<file path="config.mk">
export PLATFORM = sky130hd
export DESIGN_NAME = adder_tree_accum_ctrl_flat
export DESIGN_NICKNAME = d
export VERILOG_FILES = /design/src/rtl/adder_tree_accum_ctrl_if.sv /design/src/rtl/adder_tree_accum_ctrl.sv /design/src/flat_wrapper.sv
export SDC_FILE = /design/constraint.sdc
export NUM_CORES = 1
export LEC_CHECK = 0
export BUFFER_PORTS_ARGS = -buffer_cell sky130_fd_sc_hd__buf_2
export CAP_MARGIN = 40
export CORE_MARGIN = 2
export CORE_UTILIZATION = 48
export CTS_CLUSTER_SIZE = 40
export DETAILED_ROUTE_END_ITERATION = 7
export HOLD_SLACK_MARGIN = 0.12
export PLACE_DENSITY = 0.73
export REMOVE_ABC_BUFFERS = 1
export SYNTH_ARGS = -nofsm -noshare
export SYNTH_HDL_FRONTEND = slang
export SYNTH_SLANG_ARGS = --single-unit
</file>
<file path="constraint.sdc">
create_clock -name clk -period 6.5 [get_ports clk]
set_input_delay 1.625 -clock clk [delete_from_list [all_inputs] [get_ports clk]]
set_output_delay 1.625 -clock clk [all_outputs]
set_load 0.01 [all_outputs]
</file>
<file path="src/rtl/adder_tree_accum_ctrl_if.sv">
// Stream bundle for adder_tree_accum_ctrl.
//   in_valid/in_ready/in_data : beat stream carrying 8 unsigned lanes
//   out_valid/out_ready/out_sum/out_beats : one result per job
// Handshake semantics (both channels): a transfer happens on a rising clk
// edge where valid and ready are both high. A source holds valid and its
// payload stable until the transfer; ready may rise or fall at any time.
// modport master = client/consumer side, modport slave = the sequencer.
interface adder_tree_accum_ctrl_if #(
  parameter int ADDER_WIDTH = 11,
  parameter int CNT_W       = 5,
  parameter int ACC_WIDTH   = 18
);
  logic                     in_valid;
  logic                     in_ready;
  logic [8*ADDER_WIDTH-1:0] in_data;
  logic                     out_valid;
  logic                     out_ready;
  logic [ACC_WIDTH-1:0]     out_sum;
  logic [CNT_W-1:0]         out_beats;

  modport master (
    output in_valid, in_data, out_ready,
    input  in_ready, out_valid, out_sum, out_beats
  );

  modport slave (
    input  in_valid, in_data, out_ready,
    output in_ready, out_valid, out_sum, out_beats
  );
endinterface

</file>
<file path="src/rtl/adder_tree_accum_ctrl.sv">
// Job sequencer around a 2-stage pipelined 8-lane unsigned adder tree.
// A job of num_beats beats is streamed in; each beat's lane sum is added to
// an accumulator and one total is returned per job.
// Ports:
//   clk, rst_n        : clock, asynchronous active-low reset
//   start, num_beats  : job request (sampled only in IDLE)
//   clear             : synchronous abort back to IDLE, discards any result
//   busy              : high in any state other than IDLE
//   err               : one-cycle pulse for a start with an illegal num_beats
//   state_dbg         : current FSM state (IDLE=0, RUN=1, DRAIN=2, DONE=3)
//   bus               : beat input and result output streams (slave side)
module adder_tree_accum_ctrl #(
  parameter int ADDER_WIDTH = 11,
  parameter int MAX_BEATS   = 16,
  parameter int CNT_W       = 5,
  parameter int ACC_WIDTH   = 18
) (
  input  logic             clk,
  input  logic             rst_n,
  input  logic             start,
  input  logic [CNT_W-1:0] num_beats,
  input  logic             clear,
  output logic             busy,
  output logic             err,
  output logic [1:0]       state_dbg,
  adder_tree_accum_ctrl_if.slave bus
);
  localparam int TREE_W = ADDER_WIDTH + 3;
  localparam int LANES  = 8;

  typedef enum logic [1:0] {IDLE = 2'd0, RUN = 2'd1, DRAIN = 2'd2, DONE = 2'd3} state_t;

  state_t                 state_q, state_d;
  logic [CNT_W-1:0]       n_q;
  logic [CNT_W-1:0]       accepted_q;
  logic [CNT_W-1:0]       retired_q;
  logic [ADDER_WIDTH-1:0] lane_q [LANES];
  logic                   v1_q;
  logic [TREE_W-1:0]      tree_q;
  logic                   v2_q;
  logic [ACC_WIDTH-1:0]   acc_q;
  logic [ACC_WIDTH-1:0]   out_sum_q;
  logic [CNT_W-1:0]       out_beats_q;
  logic                   out_valid_q;
  logic                   err_q;

  logic                   beats_legal;
  logic                   in_ready_int;
  logic                   in_fire;
  logic                   out_fire;
  logic                   last_accept;
  logic [TREE_W-1:0]      tree_sum;
  logic [ACC_WIDTH-1:0]   acc_next;
  logic [CNT_W-1:0]       retired_next;

  assign beats_legal  = (num_beats != '0) && (num_beats <= CNT_W'(MAX_BEATS));
  assign in_ready_int = (state_q == RUN) && (accepted_q < n_q);
  assign in_fire      = bus.in_valid && in_ready_int;
  assign out_fire     = out_valid_q && bus.out_ready;
  assign last_accept  = in_fire && ((accepted_q + CNT_W'(1)) == n_q);

  // Value the accumulator/retire counter take at this edge. Used both for
  // the pipeline update and for the DRAIN exit, so the final beat's sum is
  // captured into out_sum on the same edge it retires.
  assign acc_next     = acc_q + (v2_q ? ACC_WIDTH'(tree_q) : '0);
  assign retired_next = retired_q + CNT_W'(v2_q);

  always_comb begin
    tree_sum = '0;
    for (int k = 0; k < LANES; k++) begin
      tree_sum = tree_sum + TREE_W'(lane_q[k]);
    end
  end

  assign bus.in_ready  = in_ready_int;
  assign bus.out_valid = out_valid_q;
  assign bus.out_sum   = out_sum_q;
  assign bus.out_beats = out_beats_q;
  assign err           = err_q;
  assign state_dbg     = state_q;

  always_ff @(posedge clk or negedge rst_n) begin
    if (!rst_n) state_q <= IDLE;
    else        state_q <= state_d;
  end

  always_comb begin
    state_d = state_q;
    busy    = (state_q != IDLE);
    case (state_q)
      IDLE:    if (start && beats_legal) state_d = RUN;
      RUN:     if (last_accept) state_d = DRAIN;
      DRAIN:   if (retired_next == n_q) state_d = DONE;
      DONE:    if (out_fire) state_d = IDLE;
      default: state_d = IDLE;
    endcase
    if (clear) state_d = IDLE;
  end

  always_ff @(posedge clk or negedge rst_n) begin
    if (!rst_n) begin
      n_q         <= '0;
      accepted_q  <= '0;
      retired_q   <= '0;
      v1_q        <= 1'b0;
      v2_q        <= 1'b0;
      tree_q      <= '0;
      acc_q       <= '0;
      out_sum_q   <= '0;
      out_beats_q <= '0;
      out_valid_q <= 1'b0;
      err_q       <= 1'b0;
      for (int k = 0; k < LANES; k++) lane_q[k] <= '0;
    end else if (clear) begin
      // Abort: flush the pipe and drop any pending result. Lane/tree data
      // is left as is; it is dead once the valids are low.
      accepted_q  <= '0;
      retired_q   <= '0;
      v1_q        <= 1'b0;
      v2_q        <= 1'b0;
      acc_q       <= '0;
      out_valid_q <= 1'b0;
      err_q       <= 1'b0;
    end else begin
      err_q <= (state_q == IDLE) && start && !beats_legal;

      if (state_q == IDLE && start && beats_legal) begin
        n_q        <= num_beats;
        accepted_q <= '0;
        retired_q  <= '0;
        acc_q      <= '0;
      end else begin
        if (in_fire) accepted_q <= accepted_q + CNT_W'(1);
        if (v2_q) begin
          acc_q     <= acc_next;
          retired_q <= retired_next;
        end
      end

      // Stage 1: lane registers
      v1_q <= in_fire;
      if (in_fire) begin
        for (int k = 0; k < LANES; k++) begin
          lane_q[k] <= bus.in_data[k*ADDER_WIDTH +: ADDER_WIDTH];
        end
      end

      // Stage 2: tree register
      v2_q <= v1_q;
      if (v1_q) tree_q <= tree_sum;

      if (state_q == DRAIN && retired_next == n_q) begin
        out_sum_q   <= acc_next;
        out_beats_q <= n_q;
        out_valid_q <= 1'b1;
      end else if (out_fire) begin
        out_valid_q <= 1'b0;
      end
    end
  end
endmodule

</file>
<file path="src/flat_wrapper.sv">
// flat-port wrapper written by rule: the top's interface ports become plain ports
module adder_tree_accum_ctrl_flat 
#(
  parameter int ADDER_WIDTH = 11,
  parameter int MAX_BEATS   = 16,
  parameter int CNT_W       = 5,
  parameter int ACC_WIDTH   = 18
)
  (clk, rst_n, start, num_beats, clear, busy, err, state_dbg, bus_in_valid, bus_in_data, bus_out_ready, bus_in_ready, bus_out_valid, bus_out_sum, bus_out_beats);
  adder_tree_accum_ctrl_if #(.ADDER_WIDTH(ADDER_WIDTH), .CNT_W(CNT_W), .ACC_WIDTH(ACC_WIDTH)) bus_i ();
  input  logic clk;
  input  logic rst_n;
  input  logic start;
  input  logic [CNT_W-1:0] num_beats;
  input  logic clear;
  output logic busy;
  output logic err;
  output logic [1:0] state_dbg;
  input wire logic [$bits(bus_i.in_valid)-1:0] bus_in_valid;
  input wire logic [$bits(bus_i.in_data)-1:0] bus_in_data;
  input wire logic [$bits(bus_i.out_ready)-1:0] bus_out_ready;
  output wire logic [$bits(bus_i.in_ready)-1:0] bus_in_ready;
  output wire logic [$bits(bus_i.out_valid)-1:0] bus_out_valid;
  output wire logic [$bits(bus_i.out_sum)-1:0] bus_out_sum;
  output wire logic [$bits(bus_i.out_beats)-1:0] bus_out_beats;
  assign bus_i.in_valid = bus_in_valid;
  assign bus_i.in_data = bus_in_data;
  assign bus_i.out_ready = bus_out_ready;
  assign bus_in_ready = bus_i.in_ready;
  assign bus_out_valid = bus_i.out_valid;
  assign bus_out_sum = bus_i.out_sum;
  assign bus_out_beats = bus_i.out_beats;
  adder_tree_accum_ctrl #(.ADDER_WIDTH(ADDER_WIDTH), .MAX_BEATS(MAX_BEATS), .CNT_W(CNT_W), .ACC_WIDTH(ACC_WIDTH)) u_core (.clk(clk), .rst_n(rst_n), .start(start), .num_beats(num_beats), .clear(clear), .busy(busy), .err(err), .state_dbg(state_dbg), .bus(bus_i));
endmodule
</file>
After elaboration in Yosys (flattened, before gate mapping)
Cells that the tools add are included.
{ "word_totals": {"register_bits": 164, "inputBits": 99, "out_inout_bits": 29, "wordCells": 86} }
{ "op_classes": {"n_addsub": 10, "order_cmp": 2, "n_eq_ne": 9, "mux": 22, "bitwise": 1, "n_reduce_logical": 22} }
{ "ops": {"columns": ["cell", "n"], "rows": [
  ["adder 14 x 11 -> 14 bit", 6],
  ["2-to-1 mux 18 bit", 3],
  ["2-to-1 mux 5 bit", 6],
  ["adder 18 bit", 1],
  ["2-to-1 mux 14 bit", 1],
  ["adder 11 x 11 -> 12 bit", 1],
  ["!= test 3 x 2 -> 1 bit (second input constant)", 4],
  ["equality test 5 bit", 2],
  ["logical AND 1 bit", 10],
  ["2-to-1 mux 2 bit", 5],
  ["nonzero test 3 bit", 3],
  ["one-hot mux 2 bit (4 select lines)", 1],
  ["AND reduction 2 bit", 4],
  ["2-to-1 mux 1 bit", 6],
  ["adder 5 x 1 -> 5 bit", 1],
  ["adder 5 x 1 -> 5 bit (second input constant)", 1],
  ["<= comparator 5 bit (second input constant)", 1],
  ["less-than comparator 5 bit", 1],
  ["nonzero test 5 bit", 1],
  ["equality test 2 bit (second input constant)", 2],
  ["AND reduction 4 bit", 1],
  ["equality test 2 x 1 -> 1 bit (second input constant)", 1],
  ["zero test 2 bit", 1],
  ["nonzero test 2 bit", 1],
  ["2 further kinds", 2]
]} }

Logic depth before layout (Yosys ltp)
{ "depth": {"word_depth": 7, "ltp_mapped": 21, "ltp_nobuf": 21} }

Worst setup path before layout
Ideal clock, no wire load.
{ "synth_path": {"path_kind": "register to register", "start": "reg u_core.lane_q[66] (netlist name)", "end": "reg u_core.tree_q[12]", "setup_ns": 0.134, "t_arrival_ns": 5.313, "path_slack_ns": 1.052, "stages_incl_launch_ff": 22, "path_buffers": 0, "period_less_slack_ns": 5.448, "cell_sequence": "dfrtp_1 -> ha_1 -> fa_1 -> a21o_1 -> a21oi_1 -> o211ai_1 -> a31o_2 -> a21oi_1 -> xnor2_1 -> fa_1 -> inv_1 -> fa_1 -> fa_1 -> fa_1 -> inv_1 -> ha_1 -> and2_1 -> and3_1 -> o2bb2ai_1 -> a211oi_1 -> xor2_1 -> o21ai_0"} }
{ "synth_via": {"elab_chain_cells": 7} }
{ "synth_rtl": {"columns": ["item", "line_no", "text"], "rows": [
  ["start, declared", "adder_tree_accum_ctrl.sv:37", "logic [ADDER_WIDTH-1:0] lane_q [LANES];"],
  ["start signal, assigned by index", "adder_tree_accum_ctrl.sv:144", "lane_q[k] <= bus.in_data[k*ADDER_WIDTH +: ADDER_WIDTH];"],
  ["adder 11 x 11 -> 12 bit", "adder_tree_accum_ctrl.sv:71", "tree_sum = tree_sum + TREE_W'(lane_q[k]);"],
  ["adder 14 x 11 -> 14 bit (6 in a row)", "adder_tree_accum_ctrl.sv:71", null],
  ["end signal, assigned", "adder_tree_accum_ctrl.sv:150", "if (v1_q) tree_q <= tree_sum;"],
  ["end, declared", "adder_tree_accum_ctrl.sv:39", "logic [TREE_W-1:0] tree_q;"]
]} }
No other way between the ends.
A chain may end at the register's enable or synchronous reset.

Worst setup path in the final report
Same ends and word-level chain as after synthesis.

==> run_results.csv <==
group,metric,value,unit
timing,fmax,0.169,GHz
yosys,async_flop_share,1.00,
placement,gp_congestion,0.856,
yosys,synth_top_cell_area_share,0.416,
finish,layout.nets,1232,
yosys,synth_seq_area_share,0.416,
clock_network,clock_path_buffers,2,
hold_path,hp-class,"reg -> reg",
critical_path,required,6.77,ns
critical_path,cpMostUsedCell,"fa_1",
drt,wire_per_inst,14.5,µm
critical_path,crit_type,"reg -> reg",
clock_network,cts_hold_buf,0,
timing,tightest_slew,0.799,ns
critical_path,cp_top_family,"adder cells",
die,dieWidth,147,µm
critical_path,cp-end-kind,"register",
grt,grtUsageMet1,0.253,
die,start_util,0.488,
grt,grt_use_total,0.184,
critical_path,startpoint_type,"register",
finish,nFillCells,1735,
yosys,synth_edf_count,0,
yosys,ys_ff_latch,164,
finish,fin_util,0.557,
yosys,synthSimpleGateAreaFrac,0.0924,
drt,vias,6544,
timing,rsz0062_at_grt,"false",
critical_path,crit_fanout,4,
yosys,netlist_top_cells_area,"dfrtp_1 (42%), fa_1 (11%), mux2_2 (8.3%)",
grt,antenna_found_initial,0,
clock_network,cts_resized,0,
timing,fin_crit_sh,0.911,
clock_network,numCtsBuffers,17,
yosys,ys.flop_type,"dfrtp_1",
clock_network,insertion_delay,0.42,ns
placement,io_buffers,127,
yosys,synth.distinct_cells,63,
run_status,status,"completed",
finish,multi_input_area,5210,µm²
drt,first_pass_iters,4,
grt,grt_pass1_wl,32200,µm
run,max_cap_violations,0,
yosys,ys_warn_count,0,
die,coreArea,20200,µm²
timing,fin_setup_tns,0,ns
finish,syn2layout_area_growth,14.3,%
critical_path,critPathArrivalTime,6.19,ns
drt,dr.first_iter.drc_count,309,
timing,relSlewSlack,0.467,
grt,grt_use_met3,0.0401,
yosys,yosys-mux-area-fraction,0.111,
grt,grt_pass1_vias,6735,
critical_path,crit_buf_inv,2,
yosys,synth-xor-area-share,0.0479,
die,row_count,52,
finish,register_area,4100,µm²
die,die_h,147,µm
yosys,yosysMostFrequentCell,"dfrtp_1",
yosys,synth_common_cells,"dfrtp_1 (164), inv_1 (104), nand2_1 (84), mux2_2 (73), ha_1 (56)",
clock_network,htreeDepth,4,
drt,drtAntennaViolNets,0,
placement,dp_cells,1273,
yosys,yosys.area.top_type,"dfrtp_1",
grt,grt_busiest_layer,"met2",
critical_path,slowest_stage,"fa_1",
drt,vias_per_cell,5.02,
clock_network,post-cts-setup-buffers,0,
drt,wl,18900,µm
critical_path,cp_cell_sequence,"ha_1 > fa_1 > a21o_1 > a21oi_1 > o211ai_1 > a31o_2 > a21oi_1 > xnor2_1 > fa_1 > inv_1 > fa_1 > fa_1 > fa_1 > inv_1 > ha_1 > and2_1 > and3_1 > o2bb2ai_1 > a211oi_1 > xor2_1 > o21ai_0",
timing,slew_viol_final,0,
yosys,synth_compound_area_frac,0.0939,
yosys,synthCells,898,
timing,fin_skew,0.00897,ns
clock_network,cts_tree,"done",
grt,grt_max_degree,71,
timing,hold_violations,0,
grt,gr-total-overflow,0,
critical_path,max_stage_delay,0.52,ns
yosys,avgSynthCellArea,11.0,µm²
yosys,syn_area,9870,µm²
grt,met2_usage,0.296,
die,dieArea,21700,µm²
clock_network,root_buffer,"clkbuf_16",
timing,finalSetupViolations,0,
timing,layout_min_cycle_time,5.92,ns
placement,dp_hpwl,14000,µm
yosys,synth_top_family_by_area,"adder cells",
clock_network,clock-sinks,164,
yosys,synth_fa_ha_area_frac,0.183,
drt,drc,0,
finish,final_cells,1304,
clock_network,clk_pin_slew,0.07,ns
finish,drive_gt1_frac,0.247,
die,io_pins,128,
routing by layer:
metal | share of wire | routed length [µm]
met5 | 0 | 0
met4 | 0.011 | 206
met3 | 0.040 | 760
met2 | 0.47 | 8960
met1 | 0.47 | 8980
placed cells by master, fill, tap and decap left out, drive strengths merged, types with 6 or more instances in the layout:
cell type  netlist  final
dfrtp          164    164
buf             18    132
inv            104    104
nand2           84     84
mux2            84     84
o21ai           57     57
ha              56     56
fa              55     55
nor2            48     48
xnor2           38     38
a21oi           29     29
clkbuf           9     21
and2            18     18
xor2            16     16
nor3            12     12
mux2i           12     12
a211oi          12     12
a21o             8      8
o211ai           6      6
nand4            6      6
stage by stage:
step	hold WS [ns]	worst slack [ns]	instance area, µm²
2_1_floorplan	0.431	1.04	9710
3_3_place_gp	0.446	0.736	10700
3_5_place_dp	0.455	0.569	10700
4_1_cts	0.468	0.545	11300
5_1_grt	0.495	0.202	11300
6_report	0.459	0.578	11300
tightest hold or removal path, delay by kind of cell, from the launching register on:
family           cells  cell delay, ns
AND/OR/NAND/NOR      2            0.10
flip-flops           1            0.34
path summary, 6_finish.rpt:
check                                               end  depth (start not counted)               from  slack [ns]
worst max-delay path                  u_core.tree_q[12]                         21  u_core.lane_q[66]        0.58
worst min-delay path                   u_core.tree_q[4]                          2   u_core.tree_q[4]        0.46
worst max register to register        u_core.tree_q[12]                         21  u_core.lane_q[66]        0.58
worst min register to register         u_core.tree_q[4]                          2   u_core.tree_q[4]        0.46
max in group asynchronous              u_core.tree_q[5]                          2              rst_n        4.18
min in group asynchronous       u_core.bus.out_beats[1]                          1              rst_n        1.19
state kept, by name, summed over array words and instances, names as in the netlist:
name and cells:
u_core.state_dbg 2, u_core.accepted_q 5, u_core.bus.out_beats 5, u_core.lane_q 88, u_core.v2_q 1, u_core.err 1
u_core.retired_q 5, u_core.bus.out_valid 1, u_core.v1_q 1, u_core.bus.out_sum 18, u_core.n_q 5, u_core.tree_q 14
u_core.acc_q 18
cells by family (layout without fill, tap and decap cells):
kind of cell	count (synthesis)	count (layout)
AOI/OAI and AO/OA	147	147
and+or+nand+nor	195	195
xor gates and xnor gates	54	54
DFF	164	164
muxes	96	96
buffers and inverters	131	266
adders and majority gates	111	111
other	0	1
cell type report:
type / instances / area share
tap: 270 / 0.0299
antenna: 1 / 0.000222
multi-input combinational: 603 / 0.462
clock inverter: 9 / 0.00721
timing repair buffer: 132 / 0.0602
sequential: 164 / 0.364
inverter: 104 / 0.0346
clock buffer: 21 / 0.0417
Power is not shown: default switching activity piles up to over one toggle a cycle in this logic, so the estimate is an artifact.
